$ cat src/rtl/writeback_stage.sv
// writeback_stage
// Final pipeline stage. Picks the register-file write value from the ALU
// result, a control-register read, a scalar load, a block vector load or one
// strided/gather lane. Detects load cache misses, suppresses the write,
// requests a rollback of the strand and keeps that strand suspended until its
// cache fill completes.
//
// Ports
//   clk, reset                   clock, synchronous active-high reset
//   instruction_i .. was_access_i  registered outputs of the memory stage
//   data_i, cache_hit_i          L1 data cache read port
//   load_complete_strands_i      one-hot fill-complete per strand
//   writeback_*_o                register-file write port (1-cycle latency)
//   rollback_*_o                 strand restart request (1-cycle pulse)
//   suspend_strands_o            strands waiting on a fill
//
// Per-strand suspend FSM
//   state     | meaning
//   RUN       | strand free to issue
//   WAIT_FILL | strand missed, waiting for load_complete_strands_i
module writeback_stage (
    input  logic         clk,
    input  logic         reset,
    input  logic [31:0]  instruction_i,
    input  logic [1:0]   strand_i,
    input  logic [31:0]  pc_i,
    input  logic         has_writeback_i,
    input  logic [6:0]   writeback_reg_i,
    input  logic         writeback_is_vector_i,
    input  logic [15:0]  mask_i,
    input  logic [511:0] result_i,
    input  logic [3:0]   reg_lane_select_i,
    input  logic [3:0]   cache_lane_select_i,
    input  logic         was_access_i,
    input  logic [511:0] data_i,
    input  logic         cache_hit_i,
    input  logic [3:0]   load_complete_strands_i,
    output logic         writeback_enable_o,
    output logic [6:0]   writeback_reg_o,
    output logic         writeback_is_vector_o,
    output logic [511:0] writeback_value_o,
    output logic [15:0]  writeback_mask_o,
    output logic         rollback_request_o,
    output logic [1:0]   rollback_strand_o,
    output logic [31:0]  rollback_pc_o,
    output logic [3:0]   rollback_lane_o,
    output logic [3:0]   suspend_strands_o
);

    typedef enum logic {
        RUN       = 1'b0,
        WAIT_FILL = 1'b1
    } strand_state_t;

    strand_state_t strand_state [4];

    logic         is_fmt_c;
    logic         is_load;
    logic [3:0]   op;
    logic [31:0]  cache_word;
    logic [31:0]  load_word;
    logic [7:0]   byte_sel;
    logic [15:0]  half_sel;
    logic [31:0]  scalar_value;
    logic [511:0] value;
    logic [15:0]  value_mask;
    logic         miss;
    logic [3:0]   miss_strands;

    assign is_fmt_c = instruction_i[31:30] == 2'b10;
    assign is_load  = is_fmt_c && instruction_i[29];
    assign op       = instruction_i[28:25];

    // Lane 0 sits in the most significant word of the line.
    always_comb begin
        cache_word = 32'd0;
        for (int i = 0; i < 16; i++) begin
            if (cache_lane_select_i == 4'(i))
                cache_word = data_i[511 - 32*i -: 32];
        end
    end

    // Memory words are stored byte-reversed relative to register order.
    assign load_word = {cache_word[7:0], cache_word[15:8],
                        cache_word[23:16], cache_word[31:24]};

    always_comb begin
        case (result_i[1:0])
            2'd0:    byte_sel = cache_word[7:0];
            2'd1:    byte_sel = cache_word[15:8];
            2'd2:    byte_sel = cache_word[23:16];
            default: byte_sel = cache_word[31:24];
        endcase
        half_sel = result_i[1] ? load_word[15:0] : load_word[31:16];
    end

    always_comb begin
        case (op)
            4'b0000: scalar_value = {24'd0, byte_sel};
            4'b0001: scalar_value = {{24{byte_sel[7]}}, byte_sel};
            4'b0010: scalar_value = {16'd0, half_sel};
            4'b0011: scalar_value = {{16{half_sel[15]}}, half_sel};
            default: scalar_value = load_word;
        endcase
    end

    always_comb begin
        value      = result_i;
        value_mask = mask_i;
        if (is_load) begin
            case (op)
                4'b0000, 4'b0001, 4'b0010, 4'b0011, 4'b0100, 4'b0101: begin
                    value      = {480'd0, scalar_value};
                    value_mask = 16'hFFFF;
                end
                4'b0111, 4'b1000, 4'b1001: begin
                    for (int i = 0; i < 16; i++) begin
                        value[32*i +: 32] = {data_i[32*i +: 8], data_i[32*i + 8 +: 8],
                                             data_i[32*i + 16 +: 8], data_i[32*i + 24 +: 8]};
                    end
                end
                4'b1010, 4'b1011, 4'b1100, 4'b1101, 4'b1110, 4'b1111: begin
                    value      = {16{load_word}};
                    value_mask = mask_i & (16'h8000 >> reg_lane_select_i);
                end
                default: ; // control register: ALU path carries the value
            endcase
        end
    end

    // Control-register reads never touch the cache, so they cannot miss.
    assign miss         = is_load && was_access_i && !cache_hit_i && op != 4'b0110;
    assign miss_strands = miss ? (4'b0001 << strand_i) : 4'b0000;

    always_ff @(posedge clk) begin
        if (reset) begin
            writeback_enable_o    <= 1'b0;
            writeback_reg_o       <= 7'd0;
            writeback_is_vector_o <= 1'b0;
            writeback_value_o     <= 512'd0;
            writeback_mask_o      <= 16'd0;
            rollback_request_o    <= 1'b0;
            rollback_strand_o     <= 2'd0;
            rollback_pc_o         <= 32'd0;
            rollback_lane_o       <= 4'd0;
        end else begin
            writeback_enable_o    <= has_writeback_i && !miss && instruction_i != 32'd0;
            writeback_reg_o       <= writeback_reg_i;
            writeback_is_vector_o <= writeback_is_vector_i;
            writeback_value_o     <= value;
            writeback_mask_o      <= value_mask;
            rollback_request_o    <= miss;
            if (miss) begin
                rollback_strand_o <= strand_i;
                rollback_pc_o     <= pc_i - 32'd4;
                rollback_lane_o   <= reg_lane_select_i;
            end
        end
    end

    // A new miss takes priority over a fill for the same strand.
    always_ff @(posedge clk) begin
        for (int s = 0; s < 4; s++) begin
            if (reset) begin
                strand_state[s]      <= RUN;
                suspend_strands_o[s] <= 1'b0;
            end else begin
                case (strand_state[s])
                    RUN: begin
                        if (miss_strands[s]) begin
                            strand_state[s]      <= WAIT_FILL;
                            suspend_strands_o[s] <= 1'b1;
                        end
                    end
                    default: begin
                        if (!miss_strands[s] && load_complete_strands_i[s]) begin
                            strand_state[s]      <= RUN;
                            suspend_strands_o[s] <= 1'b0;
                        end
                    end
                endcase
            end
        end
    end

endmodule

$ cat config.mk
export PLATFORM = sky130hd
export DESIGN_NAME = writeback_stage
export DESIGN_NICKNAME = d
export VERILOG_FILES = /design/src/rtl/writeback_stage.sv
export SDC_FILE = /design/constraint.sdc
export NUM_CORES = 2
export LEC_CHECK = 0
export CAP_MARGIN = 20
export CORE_AREA = 2 2 657 659
export CTS_BUF_LIST = sky130_fd_sc_hd__clkbuf_4 sky130_fd_sc_hd__clkbuf_8
export DETAILED_ROUTE_END_ITERATION = 10
export DIE_AREA = 0 0 659 661
export MAX_ROUTING_LAYER = met4
export PLACE_DENSITY_LB_ADDON = 0.1
export SLEW_MARGIN = 0
export SYNTH_ARGS = -nofsm -noshare
export SYNTH_HDL_FRONTEND = slang
export SYNTH_SLANG_ARGS = --single-unit
$ cat constraint.sdc
create_clock -name clk -period 3.1 [get_ports clk]
set_input_delay 0.31 -clock clk [delete_from_list [all_inputs] [get_ports clk]]
set_output_delay 0.31 -clock clk [all_outputs]
set_load 0.05 [all_outputs]
==> metrics.md <==
| Metric | Value |
|---|---|
| Mapped Nets | `4718` |
| Initial Utilization | `6.59%` |
| Total CTS buffers | `160` |
| Pwr Density | `441 mW/mm2` |
| Via count | `43600` |
| Final Hold Vio Count | `0` |
| Clock Pin Slew Worst Setup and Hold Paths | `60 ps` |
| Most frequent cell on the critical path | `buf_4` |
| Die Y | `661 um` |
| Area share of the largest cell type after synthesis | `41.1%` |
| Die Wd | `659 um` |
| Gr ovfl total | `0` |
| FF+latch area | `0.0117 mm2` |
| RSZ-0062 raised after global routing | `no` |
| Hold Path Class | `in2reg` |
| First-pass GRT wire length | `558 mm` |
| Top-count cell post-synth | `nor2_1` |
| DRC viols | `0` |
| Root Buffer | `clkbuf_8` |
| Worst-path cell chain | `buf_8 -> buf_4 -> buf_4 -> mux2i_2 -> nor2_1 -> o21ai_0 -> a31oi_1 -> buf_4 -> a21oi_4 -> buf_4 -> a211oi_1 -> dlygate4sd3_1` |
| Crit path max fanout | `24` |
| WP buf/inv | `6` |
| Min-Delay Path Depth | `3` |
| Vias per cell | `3.44` |
| Post-synth ARST share | `0%` |
| Rows | `241` |
| Crit start category | `input port` |
| # fillers | `48700` |
| Post-synth top flop | `dfxtp_1` |
| Worst setup margin | `-35.6 ps` |
| Avg Inst Size Synth | `7.88 um2` |
| CTS sink cnt | `584` |
| VDD IR max | `0.229 mV` |
| CP max stage delay | `630 ps` |
| DRT Pass-1 Iters | `5` |
| Max-slew violation count | `0` |
| Outcome | `finished with violations` |
| Seq/Total Area, Yosys | `41.5%` |
| Fin cells | `12700` |
| Synth area leaders | `dfxtp_1 (41%), a211oi_1 (12%), nor2_1 (8.7%), nand2_1 (7.4%), a21oi_1 (3.6%)` |
| Post-DP HPWL | `396 mm` |
| Reg2Reg Capture Point | `strand_state[2]$_SDFFCE_PN0P_` |
| DR iter-0 viols | `2589` |
| GRT Resource Usage Total | `20.7%` |
| H-tree levels | `4` |
| Final Cycle Share | `101%` |
| Fmax | `0.319 GHz` |
| Synth Register Bits | `584` |
| Clock tree buffer depth | `4` |
| LEAKAGE | `26.2 nW` |
| Critical Path End Type | `register` |
| HP Start | `data_i[376]` |
| Max-capacitance violation count | `0` |
| Setup Skew | `6.55 ps` |
| Syn Std Cell Area | `0.0283 mm2` |
| Hold path endpoint | `writeback_value_o[352]$_SDFF_PP0_` |
| # IOs | `1711` |
| R2r startpoint | `strand_state[2]$_SDFFCE_PN0P_` |
| Critical Path AT | `4020 ps` |
| Die area | `0.436 mm2` |
| Delay-heaviest family, CP | `buffers and inverters` |
| Clock latency on the worst-skew pair | `1000 ps` |
| R2R setup slack | `1960 ps` |
| Antenna violations before repair | `255` |
| Worst hold slack | `78.4 ps` |
| Synth-to-Final Area Change | `152%` |
| Post-synth top cells | `nor2_1 (653), dfxtp_1 (580), nand2_1 (557), a211oi_1 (459), clkbuf_1 (250)` |
| GP Congestion | `0.892` |
| CTS tree | `built` |
| Failing checks | `negative setup slack` |
| Critical Path Start | `cache_lane_select_i[1]` |
| Buffers on Ports | `1710` |
| CP required | `3980 ps` |
| Number of synthesized flops with an enable pin | `4` |
| Final nets | `7845` |
| Fin crit period | `3140 ps` |
| Routed WL | `455 mm` |
| Drt wl/cell | `35.8 um` |
| Setup CP Type | `in2reg` |
| Vias in the first global route | `46200` |
| Multi-input gate area | `0.0156 mm2` |
| Antenna Nets Post-Route | `0` |
| DP Cell Count | `11400` |
| Largest area contributor in the netlist | `dfxtp_1` |
| Netlist cell types | `86` |
| FF-to-FF path depth | `2` |
| Fraction of layout instances using a drive strength above 1 | `19.0%` |
| Rel. slew slack | `21.3%` |
| Syn. warnings | `0` |
| Slowest-stage cell, CP | `dlygate4sd3_1` |
| Largest net degree at the start of global routing | `64` |
| Syn Inst Count | `3586` |
| Pre-CTS setup slack | `-1170 ps` |
| Final setup violation count | `8` |
| Core area | `0.429 mm2` |
| Worst Tran Pin Value | `1190 ps` |
-- layer usage --
metal	part of all wire (%)	global-route usage (%)	vias up
met5	0	-	-
met4	2.6	4.42	0
li1	-	-	19400
met2	50	35.7	1832
met3	6.4	5.13	494
met1	41	24.1	21900
-- report_power, final --
group / leakage, nW / internal, mW / switching (mW)
clock network: 1.85 / 6.70 / 5.42
registers: 4.87 / 8.03 / 0.251
logic: 19.4 / 4.48 / 6.54
total: 26.2 / 19.2 / 12.2
-- cell usage in the layout, fill, tap and decap left out, types with 12 or more instances in the layout --
cell,count
buf_4,682
nor3_1,88
diode_2,136
a21oi_1,187
nor4_1,12
nor2_1,638
a21oi_4,16
xnor2_1,22
clkbuf_8,204
nor2b_1,16
clkbuf_4,44
o22ai_1,33
buf_12,165
inv_1,13
mux4_2,26
clkdlybuf4s50_1,1627
mux2_2,32
o21ai_0,92
o211ai_1,16
a31oi_1,27
a211oi_1,458
dfxtp_1,580
nand2_1,556
a22oi_1,33
dlygate4sd3_1,818
mux2i_1,46
o31ai_1,12
nand3_1,21
nand2b_1,14
a221oi_1,14
clkinv_2,24
o21bai_1,18
-- stage by stage --
| step | TNS (ps) | power (mW) | cell area [um2] | utilization (%) |
|---|---|---|---|---|
| finish | -117 | 31.4 | 71300 | 16.6 |
| floorplan | 0 | 11.8 | 28300 | - |
| CTS | 0 | 32.4 | 70900 | 16.5 |
| global placement | -185880 | 18.7 | 59200 | 13.8 |
| detailed placement | -177270 | 18.6 | 59200 | 13.8 |
| global route | 0 | 32.8 | 71200 | 16.6 |
-- flip-flops by register name (all words and copies together), names as in the netlist --
| register | cells |
|---|---|
| writeback_reg_o | 7 |
| suspend_strands_o | 4 |
| writeback_is_vector_o | 1 |
| rollback_pc_o | 32 |
| writeback_enable_o | 1 |
| writeback_value_o | 512 |
| strand_state | 4 |
| rollback_strand_o | 2 |
| writeback_mask_o | 16 |
| rollback_request_o | 1 |
| rollback_lane_o | 4 |
-- final cells by class --
cell class	instances	share of cell area, %
repair buffers	3298	46.2
multi-input cells	2651	21.9
flip-flops and latches	584	16.5
well taps	5710	10.0
clock buffers	248	4.40
diodes	136	0.477
clock inverters	36	0.442
inverters	18	0.0983
-- timing repair --
action                                  in CTS  in global routing
pin swaps                                    0                  2
gates resized for setup                      2                 12
hold buffers                               818                  0
setup buffers                                0                  5
endpoints found under the setup margin       2                 38
endpoints found under the hold margin      532                  0
-- logic make-up (layout without fill, tap and decap cells) --
| family | count (synthesis) | after routing | share of synthesized area [%] |
|---|---|---|---|
| DFF | 584 | 584 | 41.5 |
| adders and majority gates | 1 | 1 | 0.0443 |
| other | 0 | 136 | 0 |
| AOI/OAI and AO/OA | 1061 | 1061 | 26.0 |
| muxes | 108 | 108 | 5.12 |
| buffers and inverters | 351 | 3600 | 5.12 |
| xor gates and xnor gates | 25 | 25 | 0.775 |
| and+or+nand+nor | 1456 | 1456 | 21.5 |
-- worst register-to-register path: cells and delay by family, from the launching register on --
family,cells,cell delay (ps)
AND/OR/NAND/NOR,2,480
flip-flops,1,380
-- worst max-delay path by stage --
| stage | endpoint | slack, ps | cells past startpoint |
|---|---|---|---|
| finish | writeback_value_o[430]$_SDFF_PP0_ | -40 | 12 |
| global route | writeback_value_o[384]$_SDFF_PP0_ | 20 | 10 |
| CTS | writeback_value_o[401]$_SDFF_PP0_ | 5 | 12 |
| floorplan | writeback_value_o[28]$_SDFF_PP0_ | 420 | 12 |
| detailed placement | writeback_value_o[83]$_SDFF_PP0_ | -1170 | 10 |
| global placement | writeback_value_o[57]$_SDFF_PP0_ | -1200 | 10 |
(Power assumes the default switching activity.)
